`config.mk`:
```
export PLATFORM = sky130hd
export DESIGN_NAME = cntimple
export DESIGN_NICKNAME = d
export VERILOG_FILES = /design/src/rtl/cntimple_pkg.sv /design/src/rtl/cntimple_seg7_dec.sv /design/src/rtl/cntimple.sv
export SDC_FILE = /design/constraint.sdc
export NUM_CORES = 1
export LEC_CHECK = 0
export ABC_AREA = 1
export ABC_CLOCK_PERIOD_IN_PS = 2300
export CORE_ASPECT_RATIO = 0.75
export CORE_MARGIN = 5
export CORE_UTILIZATION = 25
export DETAILED_ROUTE_END_ITERATION = 8
export GPL_TIMING_DRIVEN = 0
export PLACE_DENSITY_LB_ADDON = 0.3
export SLEW_MARGIN = 25
export SYNTH_ARGS = -nofsm -noshare
export SYNTH_HDL_FRONTEND = slang
export SYNTH_SLANG_ARGS = --single-unit
```
`constraint.sdc`:
```
create_clock -name clock -period 2.3 [get_ports clock]
set_input_delay 0.23 -clock clock [delete_from_list [all_inputs] [get_ports clock]]
set_output_delay 0.23 -clock clock [all_outputs]
set_load 0.02 [all_outputs]
```
`src/rtl/cntimple_pkg.sv`:
```
// Shared constants for the cntimple up/down counter: default sizing and
// active-low 7-segment patterns ({g,f,e,d,c,b,a}, bit0 = a).
package cntimple_pkg;

  localparam int DEF_MODULUS = 20;
  localparam int DEF_CNT_W   = 5;

  localparam logic [6:0] SEG_0     = 7'h40;
  localparam logic [6:0] SEG_1     = 7'h79;
  localparam logic [6:0] SEG_2     = 7'h24;
  localparam logic [6:0] SEG_3     = 7'h30;
  localparam logic [6:0] SEG_4     = 7'h19;
  localparam logic [6:0] SEG_5     = 7'h12;
  localparam logic [6:0] SEG_6     = 7'h02;
  localparam logic [6:0] SEG_7     = 7'h78;
  localparam logic [6:0] SEG_8     = 7'h00;
  localparam logic [6:0] SEG_9     = 7'h10;
  localparam logic [6:0] SEG_BLANK = 7'h7F;

endpackage

```
`src/rtl/cntimple_seg7_dec.sv`:
```
// BCD digit to active-low 7-segment pattern, purely combinational.
// Any input above 9 blanks the digit.
module seg7_dec
  import cntimple_pkg::*;
(
  input  logic [3:0] i_bcd,
  output logic [6:0] o_seg
);

  always_comb begin
    o_seg = SEG_BLANK;
    case (i_bcd)
      4'd0:    o_seg = SEG_0;
      4'd1:    o_seg = SEG_1;
      4'd2:    o_seg = SEG_2;
      4'd3:    o_seg = SEG_3;
      4'd4:    o_seg = SEG_4;
      4'd5:    o_seg = SEG_5;
      4'd6:    o_seg = SEG_6;
      4'd7:    o_seg = SEG_7;
      4'd8:    o_seg = SEG_8;
      4'd9:    o_seg = SEG_9;
      default: o_seg = SEG_BLANK;
    endcase
  end

endmodule

```
`src/rtl/cntimple.sv`:
```
// Modulo-MODULUS up/down event counter stepped by SW1 rising edges, shown as two decimal digits.
// Define CNTIMPLE_SYNC_EN to pass SW1/SW through two-flop synchronizers (+2 cycles step latency).
module cntimple
  import cntimple_pkg::*;
#(
  parameter int MODULUS = DEF_MODULUS,
  parameter int CNT_W   = DEF_CNT_W
) (
  input  logic       clock,
  input  logic       SW0,
  input  logic       SW1,
  input  logic       SW,
  output logic [6:0] HEX0,
  output logic [6:0] HEX1,
  output logic [6:0] HEX2,
  output logic [6:0] HEX3,
  output logic [6:0] HEX4,
  output logic [6:0] HEX5,
  output logic [6:0] HEX6,
  output logic [6:0] HEX7
);

  localparam logic [CNT_W-1:0] LAST = CNT_W'(MODULUS - 1);

  logic             w_sw1;
  logic             w_dir;
  logic             w_step;
  logic             r_sw1_q;
  logic [CNT_W-1:0] r_count;
  logic [CNT_W-1:0] w_next;
  logic             w_in_range;
  logic [31:0]      w_cnt32;
  logic [3:0]       w_tens;
  logic [3:0]       w_units;

`ifdef CNTIMPLE_SYNC_EN
  logic [1:0] r_sw1_sync;
  logic [1:0] r_dir_sync;

  always_ff @(posedge clock or negedge SW0) begin
    if (!SW0) begin
      r_sw1_sync <= 2'b00;
      r_dir_sync <= 2'b00;
    end else begin
      r_sw1_sync <= {r_sw1_sync[0], SW1};
      r_dir_sync <= {r_dir_sync[0], SW};
    end
  end

  assign w_sw1 = r_sw1_sync[1];
  assign w_dir = r_dir_sync[1];
`else
  assign w_sw1 = SW1;
  assign w_dir = SW;
`endif

  assign w_step = w_sw1 & ~r_sw1_q;

  // Unreachable out-of-range counts recover to 0 on the next step.
  always_comb begin
    w_next = r_count;
    if (w_step) begin
      if (r_count > LAST)
        w_next = '0;
      else if (!w_dir)
        w_next = (r_count == LAST) ? '0 : r_count + 1'b1;
      else
        w_next = (r_count == '0) ? LAST : r_count - 1'b1;
    end
  end

  always_ff @(posedge clock or negedge SW0) begin
    if (!SW0) begin
      r_sw1_q <= 1'b0;
      r_count <= '0;
    end else begin
      r_sw1_q <= w_sw1;
      r_count <= w_next;
    end
  end

  // A digit value of 15 drives both decoders to blank for out-of-range counts.
  assign w_in_range = (r_count <= LAST);
  assign w_cnt32    = 32'(r_count);
  assign w_tens     = w_in_range ? 4'(w_cnt32 / 32'd10) : 4'hF;
  assign w_units    = w_in_range ? 4'(w_cnt32 % 32'd10) : 4'hF;

  seg7_dec u_dec_units (
    .i_bcd (w_units),
    .o_seg (HEX0)
  );

  seg7_dec u_dec_tens (
    .i_bcd (w_tens),
    .o_seg (HEX1)
  );

  assign HEX2 = SEG_BLANK;
  assign HEX3 = SEG_BLANK;
  assign HEX4 = SEG_BLANK;
  assign HEX5 = SEG_BLANK;
  assign HEX6 = SEG_BLANK;
  assign HEX7 = SEG_BLANK;

endmodule

```
==> results.toml <==
[outcome]
status = "finished, violations left"
failed_checks = "setup timing"

[min_path]
min_path_type = "input port to async pin"

[critical_path]
crit_slowest_cell = "dfrtp_2"
cp.buffers_inverters = 3
cp.arrival_ns = 2.22
critPathKind = "register to output port"
path_delay_family = "simple AND/OR/NAND/NOR gates"
path_cells = "nor2_4 -> inv_2 -> ha_4 -> o21ai_4 -> nand4_1 -> nand3_4 -> inv_2 -> ha_4 -> nand2_2 -> nand2_1 -> nand2_1 -> nand2_1 -> buf_6"
path_common_cell = "nand2_1"
crit_fanout = 6
cp-start-kind = "register"
cpPeakStageDelay_ns = 0.44
rrSetupSlack_ns = 0.72
cp.required_ns = 2.07
cp-end-kind = "output port"

[floorplan]
core_mm2 = 0.00487
start_util = 0.257
die_w_um = 91.8
ios = 60
dieArea_mm2 = 0.00655
die_h_um = 71.3
row_count = 22

[yosys]
synthCells = 167
yosysSeqAreaShare = 0.120
netlist_area_mm2 = 0.00125
synth.distinct_cells = 33
yosysWarnings = 0
synth-seq-cells = 6
avgSynthCellArea_um2 = 7.51

[timing]
finalSetupViolations = 7
finalMaxSlewViolations = 0
fin_skew_ns = 0.00133
clock.fmax_ghz = 0.407
holdWs_ns = 0.247
rsz0062_at_grt = "true"
finalCritPeriodShare = 1.07
worst_slack_ns = -0.154
final-hold-violation-count = 0
layout_min_cycle_time_ns = 2.45

[job]
max-cap-violations = 0

[cts]
clock_latency_ns = 0.23
clock-sinks = 6
cts_tree = "yes"
h-tree-depth = 1
cts_hold_buf = 0
clockBufferDepth = 2
cts_buffers = 3
clk_pin_slew_worst_paths_ns = 0.04
clockRootBuffer = "clkbuf_8"

[layout]
finalNetCount = 262
nFillCells = 489
multiInputGateArea_um2 = 935
register_area_um2 = 154
diodes = 0
syn2layout_area_growth_pct = 57.1
layout-drive-gt1-share = 0.474
final_core_util = 0.404

[drt]
ant_nets = 0
viasPerCell = 3.82
wl_per_cell_um = 9.37
vias = 1179
postRouteWirelength_um = 2890
drt_iter0_drc = 68
drc = 0
detail_route.first_pass.iterations = 4

[place]
dp_hpwl_um = 2160
place_congestion = 0.847
io_buffer_count = 16

[global_route]
grt_max_degree = 11
antenna_found_initial = 0
grt_pass1_wl_um = 4420
grt-ovfl-total = 0
grt_pass1_vias = 981
grt_use_total = 0.0794
[metal layers]
metal | part of all wire | vias to the layer above | routed length [µm] | GRT usage
met5 | 0 | - | 0 | 0
met4 | 0.0038 | 0 | 11 | 0.0148
met3 | 0.068 | 2 | 197 | 0.0220
met2 | 0.50 | 32 | 1440 | 0.132
met1 | 0.43 | 524 | 1250 | 0.104
li1 | - | 621 | - | -
[state kept, by name, summed over array words and instances (netlist names)]
name and count:
r_count 5, r_sw1_q 1
[metrics by stage]
step	setup TNS [ns]	setup slack (ns)	std cells	area [µm²]
finish	-0.731	-0.154	309	1970
CTS	-1.07	-0.203	301	1840
global route	-1.47	-0.264	309	1970
detailed placement	-4.37	-0.717	285	1680
floorplan	0	0.0123	209	1440
global placement	-4.24	-0.691	285	1680
[layout by cell type, fill, tap and decap left out]
cell type / netlist / routed
nand4_1: 5 / 5
buf_4: 44 / 63
nand3_4: 2 / 3
clkbuf_1: 0 / 1
xnor2_1: 1 / 1
ha_4: 0 / 5
dfrtp_2: 0 / 3
o21ai_0: 3 / 3
o21bai_4: 1 / 1
o21ai_4: 2 / 2
inv_2: 4 / 6
buf_6: 2 / 10
ha_1: 8 / 3
nand3_1: 10 / 9
nand2_4: 1 / 2
conb_1: 1 / 43
nand2_2: 4 / 6
nand2_1: 30 / 27
o22ai_1: 2 / 2
a21oi_4: 1 / 1
nor2_1: 4 / 4
o211ai_1: 1 / 1
dfrtp_1: 6 / 3
nor3_4: 0 / 1
a31oi_1: 1 / 1
clkbuf_8: 0 / 3
inv_6: 0 / 1
nor2_8: 1 / 1
o32ai_1: 2 / 2
a21oi_2: 1 / 1
clkdlybuf4s50_1: 0 / 3
nand3_2: 2 / 2
inv_4: 2 / 2
inv_1: 12 / 9
a21oi_1: 5 / 5
dlymetal6s2s_1: 0 / 4
dlygate4sd2_1: 0 / 2
xor2_1: 3 / 3
o21ai_2: 1 / 1
nor2_4: 3 / 4
[worst register-to-register path: stages, from the launching register on]
cell and delay, ns:
dfrtp_2 0.44, nor2_4 0.14, buf_4 0.18, nor2_4 0.06
nor2_8 0.17, nand2_1 0.15, o32ai_1 0.33
[repair_timing]
action | in CTS | in global routing
endpoints found under the setup margin | 13 | 10
pin swaps | 9 | 9
setup buffers | 12 | 9
resized for setup | 53 | 17
gates cloned | 0 | 0
[cell type report]
class,instances,share of cell area
Clock buffer,4,0.0229
Multi-Input combinational cell,139,0.475
Timing Repair Buffer,37,0.173
Inverter,18,0.0394
Tap cell,60,0.0381
Sequential cell,6,0.0781
Buffer,45,0.173
[worst paths after layout]
path	from	end	cells past startpoint
max	r_count[3]	HEX0[0]	13
max reg2reg	r_count[3]	r_count[3]	6
min reg2reg	r_sw1_q	r_count[2]	2
min in group clock	SW1	r_sw1_q	1
max in group asynchronous	SW0	r_count[1]	1
min	SW0	r_count[2]	1
[cell usage after synthesis (all sizes together)]
| cell | number | area [µm²] |
|---|---|---|
| nand3 | 14 | 105 |
| nor3 | 1 | 10.0 |
| inv | 18 | 72.6 |
| o211ai | 1 | 7.51 |
| nand4 | 5 | 31.3 |
| ha | 8 | 100 |
| o32ai | 2 | 17.5 |
| nor2 | 9 | 75.1 |
| buf | 46 | 353 |
| xor2 | 3 | 26.3 |
| o21ai | 6 | 56.3 |
| a31oi | 1 | 6.26 |
| nand2 | 35 | 149 |
| a21oi | 7 | 50.1 |
| xnor2 | 1 | 8.76 |
| dfrtp | 6 | 150 |
| o22ai | 2 | 12.5 |
| conb | 1 | 3.75 |
| o21bai | 1 | 18.8 |
[cells by family (layout without fill, tap and decap cells)]
kind of cell | count (synthesis) | count (layout) | share of synthesized area
AND/OR/NAND/NOR | 64 | 64 | 0.295
buffers and inverters | 64 | 104 | 0.339
AO/OA/AOI/OAI | 20 | 20 | 0.135
adder cells (fa/ha/maj) | 8 | 8 | 0.0798
flip-flops | 6 | 6 | 0.120
XOR/XNOR | 4 | 4 | 0.0279
other | 1 | 43 | 0.00299
Power is not shown: default switching activity piles up to over one toggle a cycle in this logic, so the estimate is an artifact.
